<file path="src/rtl/cpu_test_port_if.sv">
// rtl/cpu_test_port_if.sv - CPU data-bus request/response bundle for the test port
interface cpu_test_port_if #(
  parameter int CPU_WIDTH = 32
);
  logic                 req_valid;
  logic                 req_ready;
  logic                 req_we;
  logic [3:0]           req_addr;
  logic [CPU_WIDTH-1:0] req_wdata;
  logic                 rsp_valid;
  logic [CPU_WIDTH-1:0] rsp_rdata;

  modport master (
    output req_valid, req_we, req_addr, req_wdata,
    input  req_ready, rsp_valid, rsp_rdata
  );

  modport slave (
    input  req_valid, req_we, req_addr, req_wdata,
    output req_ready, rsp_valid, rsp_rdata
  );
endinterface

</file>
<file path="src/rtl/cpu_test_port.sv">
// rtl/cpu_test_port.sv - test-control responder: verdict latch, console FIFO, watchdog
// Console FIFO is built only when CPU_TEST_PORT_CONSOLE_EN is defined.
module cpu_test_port #(
  parameter int CPU_WIDTH  = 32,
  parameter int WDT_LIMIT  = 10000,
  parameter int FIFO_DEPTH = 8
) (
  input  logic                 clk,
  input  logic                 a_reset,
  cpu_test_port_if.slave       bus,
  output logic                 test_done,
  output logic                 test_pass,
  output logic [30:0]          fail_code,
  output logic                 con_valid,
  output logic [7:0]           con_data,
  input  logic                 con_ready
);
  localparam int WW       = $clog2(WDT_LIMIT);
  localparam int WDT_LAST = WDT_LIMIT - 1;
  localparam logic [WW-1:0] WDT_END = WDT_LAST[WW-1:0];

  typedef enum logic [1:0] {IDLE, RESP, DONE} state_t;

  state_t               state, state_nxt;
  logic [1:0]           reg_sel;
  logic                 ready_ok, accept, con_stall;
  logic                 fifo_full, fifo_empty;
  logic                 wdt_fire, tohost_we, verdict_we, wdt_to;
  logic [WW-1:0]        wdt_cnt;
  logic [31:0]          cycles_q;
  logic [CPU_WIDTH-1:0] tohost_q, rdata_mux;
  logic                 unused_addr;

  assign reg_sel     = bus.req_addr[3:2];
  assign unused_addr = ^bus.req_addr[1:0];
  // A full FIFO only blocks console stores; other registers stay reachable.
  assign con_stall   = fifo_full && bus.req_we && (reg_sel == 2'd1);
  assign ready_ok    = (state != RESP) && !con_stall;
  assign accept      = bus.req_valid && ready_ok;
  assign bus.req_ready = ready_ok;
  assign bus.rsp_valid = (state == RESP);

  assign tohost_we  = accept && bus.req_we && (reg_sel == 2'd0) && !test_done;
  assign verdict_we = tohost_we && bus.req_wdata[0];
  assign wdt_fire   = !test_done && (wdt_cnt == WDT_END);

  always_comb begin
    state_nxt = state;
    unique case (state)
      IDLE: begin
        if (accept)        state_nxt = RESP;
        else if (wdt_fire) state_nxt = DONE;
      end
      RESP:    state_nxt = (test_done || wdt_fire) ? DONE : IDLE;
      DONE:    if (accept) state_nxt = RESP;
      default: state_nxt = IDLE;
    endcase
  end

  always_comb begin
    rdata_mux = '0;
    unique case (reg_sel)
      2'd0: rdata_mux = tohost_q;
      2'd1: rdata_mux = '0;
      2'd2: rdata_mux = cycles_q;
      2'd3: rdata_mux = {27'b0, wdt_to, fifo_full, fifo_empty, test_pass, test_done};
      default: rdata_mux = '0;
    endcase
  end

  always_ff @(posedge clk or posedge a_reset) begin
    if (a_reset) begin
      state         <= IDLE;
      bus.rsp_rdata <= '0;
      cycles_q      <= '0;
      wdt_cnt       <= '0;
      tohost_q      <= '0;
      test_done     <= 1'b0;
      test_pass     <= 1'b0;
      fail_code     <= '0;
      wdt_to        <= 1'b0;
    end else begin
      state         <= state_nxt;
      bus.rsp_rdata <= (accept && !bus.req_we) ? rdata_mux : '0;
      cycles_q      <= cycles_q + 32'd1;
      if (!test_done) wdt_cnt <= wdt_cnt + WW'(1);
      if (tohost_we)  tohost_q <= bus.req_wdata;
      // A firmware verdict landing on the expiry cycle takes precedence.
      if (verdict_we) begin
        test_done <= 1'b1;
        test_pass <= (bus.req_wdata == 1);
        fail_code <= (bus.req_wdata == 1) ? 31'd0 : bus.req_wdata[CPU_WIDTH-1:1];
      end else if (wdt_fire) begin
        test_done <= 1'b1;
        test_pass <= 1'b0;
        fail_code <= 31'h7FFF_FFFF;
        wdt_to    <= 1'b1;
      end
    end
  end

`ifdef CPU_TEST_PORT_CONSOLE_EN
  localparam int AW = $clog2(FIFO_DEPTH);
  localparam logic [AW:0] FULL_CNT = FIFO_DEPTH[AW:0];

  logic [7:0]    fifo_mem [FIFO_DEPTH];
  logic [AW-1:0] wr_ptr, rd_ptr;
  logic [AW:0]   fifo_cnt;
  logic          push, pop;

  assign fifo_empty = (fifo_cnt == '0);
  assign fifo_full  = (fifo_cnt == FULL_CNT);
  assign push       = accept && bus.req_we && (reg_sel == 2'd1);
  assign pop        = con_valid && con_ready;
  assign con_valid  = !fifo_empty;
  assign con_data   = con_valid ? fifo_mem[rd_ptr] : 8'h00;

  always_ff @(posedge clk or posedge a_reset) begin
    if (a_reset) begin
      wr_ptr   <= '0;
      rd_ptr   <= '0;
      fifo_cnt <= '0;
    end else begin
      if (push) wr_ptr <= wr_ptr + AW'(1);
      if (pop)  rd_ptr <= rd_ptr + AW'(1);
      if (push && !pop)      fifo_cnt <= fifo_cnt + (AW+1)'(1);
      else if (pop && !push) fifo_cnt <= fifo_cnt - (AW+1)'(1);
    end
  end

  always_ff @(posedge clk) begin
    if (push) fifo_mem[wr_ptr] <= bus.req_wdata[7:0];
  end
`else
  logic unused_console;
  assign unused_console = con_ready;
  assign fifo_empty     = 1'b1;
  assign fifo_full      = 1'b0;
  assign con_valid      = 1'b0;
  assign con_data       = 8'h00;
`endif
endmodule

</file>
<file path="src/flat_wrapper.sv">
// flat-port wrapper written by rule: the top's interface ports become plain ports
module cpu_test_port_flat 
#(
  parameter int CPU_WIDTH  = 32,
  parameter int WDT_LIMIT  = 10000,
  parameter int FIFO_DEPTH = 8
)
  (clk, a_reset, test_done, test_pass, fail_code, con_valid, con_data, con_ready, bus_req_valid, bus_req_we, bus_req_addr, bus_req_wdata, bus_req_ready, bus_rsp_valid, bus_rsp_rdata);
  cpu_test_port_if #(.CPU_WIDTH(CPU_WIDTH)) bus_i ();
  input  logic clk;
  input  logic a_reset;
  output logic test_done;
  output logic test_pass;
  output logic [30:0] fail_code;
  output logic con_valid;
  output logic [7:0] con_data;
  input  logic con_ready;
  input wire logic [$bits(bus_i.req_valid)-1:0] bus_req_valid;
  input wire logic [$bits(bus_i.req_we)-1:0] bus_req_we;
  input wire logic [$bits(bus_i.req_addr)-1:0] bus_req_addr;
  input wire logic [$bits(bus_i.req_wdata)-1:0] bus_req_wdata;
  output wire logic [$bits(bus_i.req_ready)-1:0] bus_req_ready;
  output wire logic [$bits(bus_i.rsp_valid)-1:0] bus_rsp_valid;
  output wire logic [$bits(bus_i.rsp_rdata)-1:0] bus_rsp_rdata;
  assign bus_i.req_valid = bus_req_valid;
  assign bus_i.req_we = bus_req_we;
  assign bus_i.req_addr = bus_req_addr;
  assign bus_i.req_wdata = bus_req_wdata;
  assign bus_req_ready = bus_i.req_ready;
  assign bus_rsp_valid = bus_i.rsp_valid;
  assign bus_rsp_rdata = bus_i.rsp_rdata;
  cpu_test_port #(.CPU_WIDTH(CPU_WIDTH), .WDT_LIMIT(WDT_LIMIT), .FIFO_DEPTH(FIFO_DEPTH)) u_core (.clk(clk), .a_reset(a_reset), .bus(bus_i), .test_done(test_done), .test_pass(test_pass), .fail_code(fail_code), .con_valid(con_valid), .con_data(con_data), .con_ready(con_ready));
endmodule
</file>
<file path="config.mk">
export PLATFORM = sky130hd
export DESIGN_NAME = cpu_test_port_flat
export DESIGN_NICKNAME = d
export VERILOG_FILES = /design/src/rtl/cpu_test_port_if.sv /design/src/rtl/cpu_test_port.sv /design/src/flat_wrapper.sv
export SDC_FILE = /design/constraint.sdc
export NUM_CORES = 1
export LEC_CHECK = 0
export BUFFER_PORTS_ARGS = -buffer_cell sky130_fd_sc_hd__buf_2
export CAP_MARGIN = 40
export CORE_MARGIN = 2
export CORE_UTILIZATION = 51
export DETAILED_ROUTE_END_ITERATION = 6
export PLACE_DENSITY_LB_ADDON = 0.12
export SKIP_CTS_REPAIR_TIMING = 1
export SYNTH_ARGS = -nofsm -noshare
export SYNTH_HDL_FRONTEND = slang
export SYNTH_SLANG_ARGS = --single-unit
</file>
<file path="constraint.sdc">
create_clock -name clk -period 12.11 [get_ports clk]
set_input_delay 0.6055 -clock clk [delete_from_list [all_inputs] [get_ports clk]]
set_output_delay 0.6055 -clock clk [all_outputs]
set_load 0.02 [all_outputs]
</file>
[Yosys cells after proc, flatten, opt, wreduce, memory -nomap -nowiden]
Cells that the tools add are included.
Word-level totals
  logic and storage cells: 51
  bits of input ports: 41
  register bits: 146
Cells by class
  muxes and demuxes: 14
  add/subtract/negate cells: 2
  reduce and logical (&&, ||, !) cells: 15
  equality and inequality tests: 10
  bitwise gates (word level): 1
Operators with widths (number)
  $pmux 32 s4: 1
  $mux 31: 3
  $add 32x1->32 const B: 1
  $eq 32x1->1 const B: 1
  $mux 32: 1
  $add 14x1->14 const B: 1
  $eq 14x14->1 const B: 1
  $mux 2: 4
  $logic_and 1x1->1: 7
  $eq 2x2->1 const B: 3
  $pmux 2 s3: 1
  $eq 2x1->1 const B: 2
  $logic_not 2->1: 2
  $mux 1: 4
  $ne 2x1->1 const B: 2
  $reduce_and 2->1: 2
  $ne 3x1->1 const B: 1
  $logic_not 1->1: 2
  $reduce_bool 2->1: 1
  $logic_or 1x1->1: 1
  $not 1->1: 1

[Depth between registers and ports, before layout]
Gate-level depths: netlist of the first run.
  depth after elaboration: 8
  depth in mapped cells: 7

[Worst setup path after synthesis of the first run]
No wires, ideal clock.
  path type: in2reg
  start: input bus_req_addr[3]
  end: register u_core.fail_code[10]
  required time: 11.973 ns
  buffers on the path: 3
  data arrival time: 1.707 ns
  slack: 10.266 ns
  cell stages on the path: 7
  path through: clkbuf_1 > nor3b_1 > nand4_1 > clkbuf_1 > clkbuf_1 > nor2_1 > a21oi_1
On the way
  cells in the longest elaborated chain, start to end: 5
RTL lines
  start, declared: RTL line flat_wrapper.sv:20  | input wire logic [$bits(bus_i.req_addr)-1:0] bus_req_addr;
  $logic_not 2->1 *: RTL line cpu_test_port.sv:43  | assign tohost_we = accept && bus.req_we && (reg_sel == 2'd0) && !test_done;
  $logic_and 1x1->1 * (2 in a row): RTL line cpu_test_port.sv:43
  $logic_and 1x1->1 *: RTL line cpu_test_port.sv:44  | assign verdict_we = tohost_we && bus.req_wdata[0];
  $mux 31 / $reduce_bool 2->1 (equally long branches)
  end signal, assigned: RTL line cpu_test_port.sv:92  | fail_code <= (bus.req_wdata == 1) ? 31'd0 : bus.req_wdata[CPU_WIDTH-1:1];
  end, declared: RTL line cpu_test_port.sv:13  | output logic [30:0] fail_code,
Every way passes the cells marked *; elsewhere a longest branch is shown, timed or not.
A chain may end at the register's enable or synchronous reset.

[Worst setup path in the final report of the first run]
  start: register u_core.wdt_cnt[11]
  end: register u_core.test_pass
On the way
  cells in the longest elaborated chain, start to end: 3
RTL lines
  start, declared: RTL line cpu_test_port.sv:29  | logic [WW-1:0] wdt_cnt;
  start signal, assigned: RTL line cpu_test_port.sv:86  | if (!test_done) wdt_cnt <= wdt_cnt + WW'(1);
  $eq 14x14->1: RTL line cpu_test_port.sv:45  | assign wdt_fire = !test_done && (wdt_cnt == WDT_END);
  $logic_and 1x1->1: RTL line cpu_test_port.sv:45
  $reduce_bool 2->1 (no line)
  end signal, assigned: RTL line cpu_test_port.sv:91  | test_pass <= (bus.req_wdata == 1);
  end, declared: RTL line cpu_test_port.sv:12  | output logic test_pass,
Every way passes these cells.

==> out/summary.txt, run 1 <==
Ys async rst share: 1.00
H-tree levels: 4
Die Y: 115 um
DP Wirelength: 8.93 mm
Total Die Area: 13200 um^2
Period minus WS final: 1.91 ns
Max_cap viols: 0
Clk slew on worst S/H paths: 0.06 ns
Critical Path RT: 12.42 ns
Critical path startpoint: u_core.wdt_cnt[11]
Endpoint type of the worst setup path: flop
Final Max Tran Viols: 0
Post-Synth Simple-Gate Area: 0.169
WP data arrival: 2.22 ns
Total track usage: 0.210
# rows: 40
Largest family of logic cells by synthesized area: simple AND/OR/NAND/NOR gates
RSZ-0062 raised after global routing: no
Vias in the first global route: 4126
Area delta synth->final: 20.1%
Number of synthesized flops with an enable pin: 0
Total gr overflow: 0
Worst-Margin Slew: 0.656 ns
Crit Path Class: flop to flop
Compound-gate portion of the synthesized area: 0.0438
Mux share of post-synthesis cell area: 0.105
Post-synthesis adder-cell area fraction: 0.00398
Crit-path max cell delay: 0.57 ns
Yosys top cell area share: 0.581
Highest ir drop seen on vdd: 79.3 uV
Syn Area/Cell: 11.7 um^2
Largest net degree at the start of global routing: 76
Cells after Synth: 539
DR vias: 4226
Die X: 115 um
Per-cell routed wire length: 16.2 um
Residual DRC count: 0
Min-Delay Path Class: input port to async pin
Post-DRT Antenna Nets: 0
Crit-path cells: or4b_4, nor4_4, buf_4, nand3b_1, nand2_1
Post-Route Utilization: 0.629
Worst-skew pair later-pin latency: 0.42 ns
Yosys synthesis warning count: 0
First-pass GRT wire length: 21.1 mm
Num CTS Buffers: 17
FF+latch count, synth: 146
RR Endpoint: u_core.test_pass
Crit Path Max Fanout: 33
Starting Density: 0.523
Area leader, netlist: dfrtp_1
Final nets: 686
Top FF cell, synth: dfrtp_1
Reg-to-reg startpoint: u_core.wdt_cnt[11]
Power density cells: 144 nW/um^2
Core ar.: 12000 um^2
Setup TNS Final: 0 ns
Outcome: finished, final reports clean
Max_slew headroom: 0.563
CP Launch Type: flop
Initial antenna violation count: 0
Xor/xnor cell area share of the yosys netlist: 0.0599
Period Utilization, post-route: 0.158
Reg2Reg Setup Slack: 10.20 ns
Crit path to: u_core.test_pass
CTS tree: yes
RePlAce Congestion: 0.771
Fin. Hold Viols: 0
WL final: 13.0 mm
Root Driver: clkbuf_16
Setup violators final: 0
Port bufs: 104
Count of cell types in the netlist: 49
Layout cells sized above 1: 0.317
Part of the Yosys area used for sequential elements: 0.581
Clock Skew: 0.00590 ns
Syn Std Cell Area: 6290 um^2
Ant. Diodes: 0
CTS sink count: 146
Leakage power: 0.00367 uW
Vias per cell: 5.26
Maximum clock rate: 523 MHz
1st-pass router iterations: 4
DR iter-0 viols: 207
Length in cells of the worst reg-to-reg path: 5
Clk buf depth: 2
Total I/O pin count: 117
Synth area leaders: dfrtp_1, mux2_2, nor2_1
CP max stage cell: or4b_4
synth_stat cells, types with 2 or more instances:
cell	number
dfrtp_1	146
nor2_1	92
mux2_2	34
mux2i_1	28
a21oi_1	24
xnor2_1	22
xor2_1	21
nand2_1	18
nand3_1	13
nand4_1	13
nor2_2	12
a21oi_2	10
clkbuf_1	10
buf_4	9
nor3_1	9
nor4_1	9
buf_2	8
inv_1	8
and3_1	5
and4_1	5
buf_1	4
a22oi_1	3
buf_6	3
nand3b_1	3
ha_1	2
nor2b_1	2
nor4_4	2
nor4b_2	2
o21ai_0	2
worst max-delay path, delay by kind of cell (launching register included):
kind | cells | cell delay, ns
and+or+nand+nor | 4 | 0.93
buffers and inverters | 1 | 0.46
DFF | 1 | 0.41
per-stage QoR:
stage	hold slack, ns	cell area [um^2]	worst slack (ns)	instances	total power [uW]
detailed placement	0.449	6910	10.03	771	536
CTS	0.312	7550	10.18	803	1100
finish	0.270	7550	10.20	803	1090
floorplan	0.422	6320	7.58	547	521
global route	0.332	7550	10.06	803	1130
global placement	0.434	6870	9.41	769	534
power breakdown:
part	switching [uW]	internal, uW
combinational	26.2	10.5
clock	199	365
sequential	0.757	489
per-layer routing:
| layer | GRT usage | vias to the layer above | wire, um |
|---|---|---|---|
| li1 | - | 2032 | - |
| met1 | 0.290 | 2078 | 6110 |
| met2 | 0.327 | 97 | 6130 |
| met4 | 0.0779 | 0 | 194 |
| met5 | 0 | - | 0 |
| met3 | 0.0501 | 19 | 571 |
cells in the final DEF (no fill, tap or decap), drive strengths merged, types with 2 or more instances in the layout:
cell and count:
nor4 12, nor4b 3, and3 5, dfrtp 146, conb 9, nand3b 3
clkbuf 19, bufinv 5, nand4 14, nand2 18, mux2 34, buf 111
inv 9, a22oi 3, nor3 9, or2 3, and4 5, nor2b 2
xnor2 22, ha 2, o21ai 2, nand3 13, nand2b 2, mux2i 28
clkinvlp 6, xor2 21, nor2 104, a21oi 34
worst min path at each step:
stage                             start                 endpoint  slack [ns]
after floorplan           u_core.wdt_to            u_core.wdt_to        0.42
after global placement    u_core.wdt_to            u_core.wdt_to        0.43
after detailed placement  u_core.wdt_to            u_core.wdt_to        0.45
after CTS                       a_reset  u_core.bus.rsp_rdata[7]        0.31
after global routing            a_reset  u_core.bus.rsp_rdata[7]        0.33
final                           a_reset  u_core.bus.rsp_rdata[9]        0.27
cells by family (layout without fill, tap and decap cells):
| group | after synthesis | after routing |
|---|---|---|
| other | 1 | 9 |
| xor gates and xnor gates | 43 | 43 |
| and+or+nand+nor | 200 | 200 |
| AOI/OAI and AO/OA | 43 | 43 |
| muxes | 62 | 62 |
| buffers and inverters | 42 | 151 |
| adders and majority gates | 2 | 2 |
| DFF | 146 | 146 |
sequential cells by signal (all words and copies together), names as in the netlist:
register / cells
u_core.bus.rsp_rdata: 32
u_core.state: 2
u_core.test_pass: 1
u_core.cycles_q: 32
u_core.fail_code: 31
u_core.wdt_cnt: 14
u_core.tohost_q: 32
u_core.test_done: 1
u_core.wdt_to: 1
layout make-up:
cell class | instances | area (um^2)
well taps | 147 | 184
multi-input cells | 359 | 2440
clock buffers | 19 | 433
inverters | 8 | 35.0
flip-flops and latches | 146 | 3650
clock inverters | 13 | 209
repair buffers | 111 | 598
fillers | 979 | 4460
(Power assumes the default switching activity.)
==> run 2: changes to the inputs <==
Clock period 12.11 ns to 2 ns, I/O delays scaled along.
==> out/summary.txt, run 2 (synthesis gave the netlist of run 1 again) <==
Clock Skew: 0.00524 ns (-0.000654 ns)
Ant. Diodes: 0 (unchanged)
Placed Cells: 778 (+0.91%)
Final nets: 723 (+5.4%)
Worst-skew pair later-pin latency: 0.41 ns (about the same)
RR Endpoint: u_core.fail_code[2]
DR vias: 4398 (+4.1%)
Commonest non-fill, non-tap cell in the layout: dfrtp_1
WL final: 13.5 mm (+4.0%)
Most frequent cells in the layout: dfrtp_1, buf_2, nor2_1
Total I/O pin count: 117 (unchanged)
CTS tree: yes
Core ar.: 12000 um^2 (unchanged)
Fin. Hold Viols: 0 (unchanged)
Root Driver: clkbuf_16
Clk buf depth: 2 (unchanged)
CP Launch Type: flop
RSZ-0062 raised after global routing: no
Per-cell routed wire length: 16.1 um (-0.55%)
Num CTS Buffers: 17 (unchanged)
Post-DRT Antenna Nets: 0 (unchanged)
Port bufs: 104 (unchanged)
First-pass GRT wire length: 21.6 mm (+2.5%)
Crit Path Max Fanout: 17 (-48%)
Power density cells: 798 nW/um^2 (+450%)
1st-pass router iterations: 4 (unchanged)
Leakage power: 0.00382 uW (+4.1%)
WP data arrival: 2.11 ns (-0.11 ns)
Endpoint type of the worst setup path: flop
Biggest regs: u_core.bus.rsp_rdata (32), u_core.cycles_q (32), u_core.tohost_q (32)
Maximum clock rate: 565 MHz (+8.1%)
Metal3 WL: 496 um (-13%)
Crit path to: u_core.fail_code[2]
Hold path start: bus_req_wdata[20]
Outcome: finished, final reports clean
Clk pwr share: 0.482 (-0.035)
Largest net degree at the start of global routing: 64 (-16%)
Net Switching: 1310 uW (+480%)
Int Power: 4950 uW (+470%)
Critical Path RT: 2.34 ns (-10.08 ns)
Placement Cell Area: 6960 um^2 (+0.74%)
Final Max Tran Viols: 0 (unchanged)
DR iter-0 viols: 194 (-6.3%)
M1 WL: 6.24 mm (+2.1%)
Die X: 115 um (unchanged)
Post-Route Utilization: 0.652 (+0.0237)
DR WL met2: 6.62 mm (+8.0%)
Clk slew on worst S/H paths: 0.06 ns (about the same)
RePlAce Congestion: 0.796 (+3.3%)
Reg2Reg Setup Slack: 0.23 ns (-9.97 ns)
Highest ir drop seen on vdd: 408 uV (+410%)
Comb pwr share: 0.044 (+0.010)
Fill cells: 946 (-3.4%)
Max_slew headroom: 0.631 (+0.0682)
DP Wirelength: 9.21 mm (+3.1%)
Top sig layer: met4
Layout cells sized above 1: 0.309 (-0.00827)
Critical path startpoint: u_core.wdt_cnt[11]
Starting Density: 0.523 (unchanged)
Setup TNS Final: 0 ns (unchanged)
Total Die Area: 13200 um^2 (unchanged)
H-tree levels: 4 (unchanged)
Min-Delay Path Class: input port to flop
Non-filler cells, final: 840 (+4.6%)
Crit Path Class: flop to flop
Switching Share: 0.209 (+0.00164)
Period minus WS final: 1.77 ns (-0.143 ns)
Period Utilization, post-route: 0.884 (+0.727)
Reg-to-reg startpoint: u_core.wdt_cnt[11]
Design area: 7840 um^2 (+3.8%)
Vias per cell: 5.24 (-0.51%)
Total track usage: 0.213 (+0.00302)
Hold depth: 2
# rows: 40 (unchanged)
Max_cap viols: 0 (unchanged)
Initial antenna violation count: 0 (unchanged)
Die Y: 115 um (unchanged)
WHS: 0.0172 ns (-0.253 ns)
Vias in the first global route: 4292 (+4.0%)
Setup violators final: 0 (unchanged)
CTS sink count: 146 (unchanged)
Length in cells of the worst reg-to-reg path: 5 (unchanged)
Residual DRC count: 0 (unchanged)
Worst-Margin Slew: 0.549 ns (-0.106 ns)
Total gr overflow: 0 (unchanged)
Flop pwr share: 0.474 (+0.025)
Area delta synth->final: 24.7%
## run 2: cell types whose count changed in the layout (fill, tap and decap cells not counted), sizes merged
cell / before / now
bufinv: 5 / 0
buf: 111 / 118
clkbuf: 19 / 29
clkinv: 1 / 3
inv: 9 / 7
dlygate4sd3: 0 / 30
clkinvlp: 6 / 1
## run 2: how the worst min path moves through the flow
stage / endpoint / slack (ns)
3_5_place_dp: u_core.fail_code[8] / 0.08
6_report: u_core.tohost_q[20] / 0.02
2_1_floorplan: u_core.tohost_q[30] / 0.25
4_1_cts: u_core.fail_code[8] / -0.37
3_3_place_gp: u_core.bus.rsp_rdata[9] / 0.08
5_1_grt: u_core.tohost_q[15] / 0.009
## run 2: stage by stage
| stage | power, uW | setup slack (ns) |
|---|---|---|
| 2_1_floorplan | 3150 | 0.0670 |
| 3_3_place_gp | 3250 | 0.302 |
| 3_5_place_dp | 3250 | 0.249 |
| 4_1_cts | 6270 | 0.226 |
| 5_1_grt | 6470 | 0.120 |
| 6_report | 6250 | 0.231 |
## run 2: cell type report
type,count,area [um^2],share of cell area
multi-input combinational,359,2440,0.311
clock inverter,3,15.0,0.00192
timing repair buffer,148,951,0.121
sequential,146,3650,0.466
clock buffer,29,561,0.0715
tap,147,184,0.0235
inverter,8,33.8,0.00431
## run 2: power by group through the flow
stage | Combinational [uW] | Clock (uW) | Sequential [uW]
after floorplan | 132 | 0 | 3020
after global placement | 228 | 0 | 3020
after detailed placement | 233 | 0 | 3020
after CTS | 233 | 3070 | 2970
after global routing | 300 | 3210 | 2960
final | 273 | 3010 | 2970
## run 2: critical path, stage by stage (launching register included)
cell	delay, ns
dfrtp_1	0.40
or4b_4	0.58
nor4_4	0.18
buf_4	0.30
nor2_1	0.07
a21oi_1	0.16
## run 2: layer usage
metal  track usage  up-vias
li1              -     2115
met1         0.291     2157
met2         0.333      112
met3        0.0474       14
met4        0.0892        0
met5             0        -
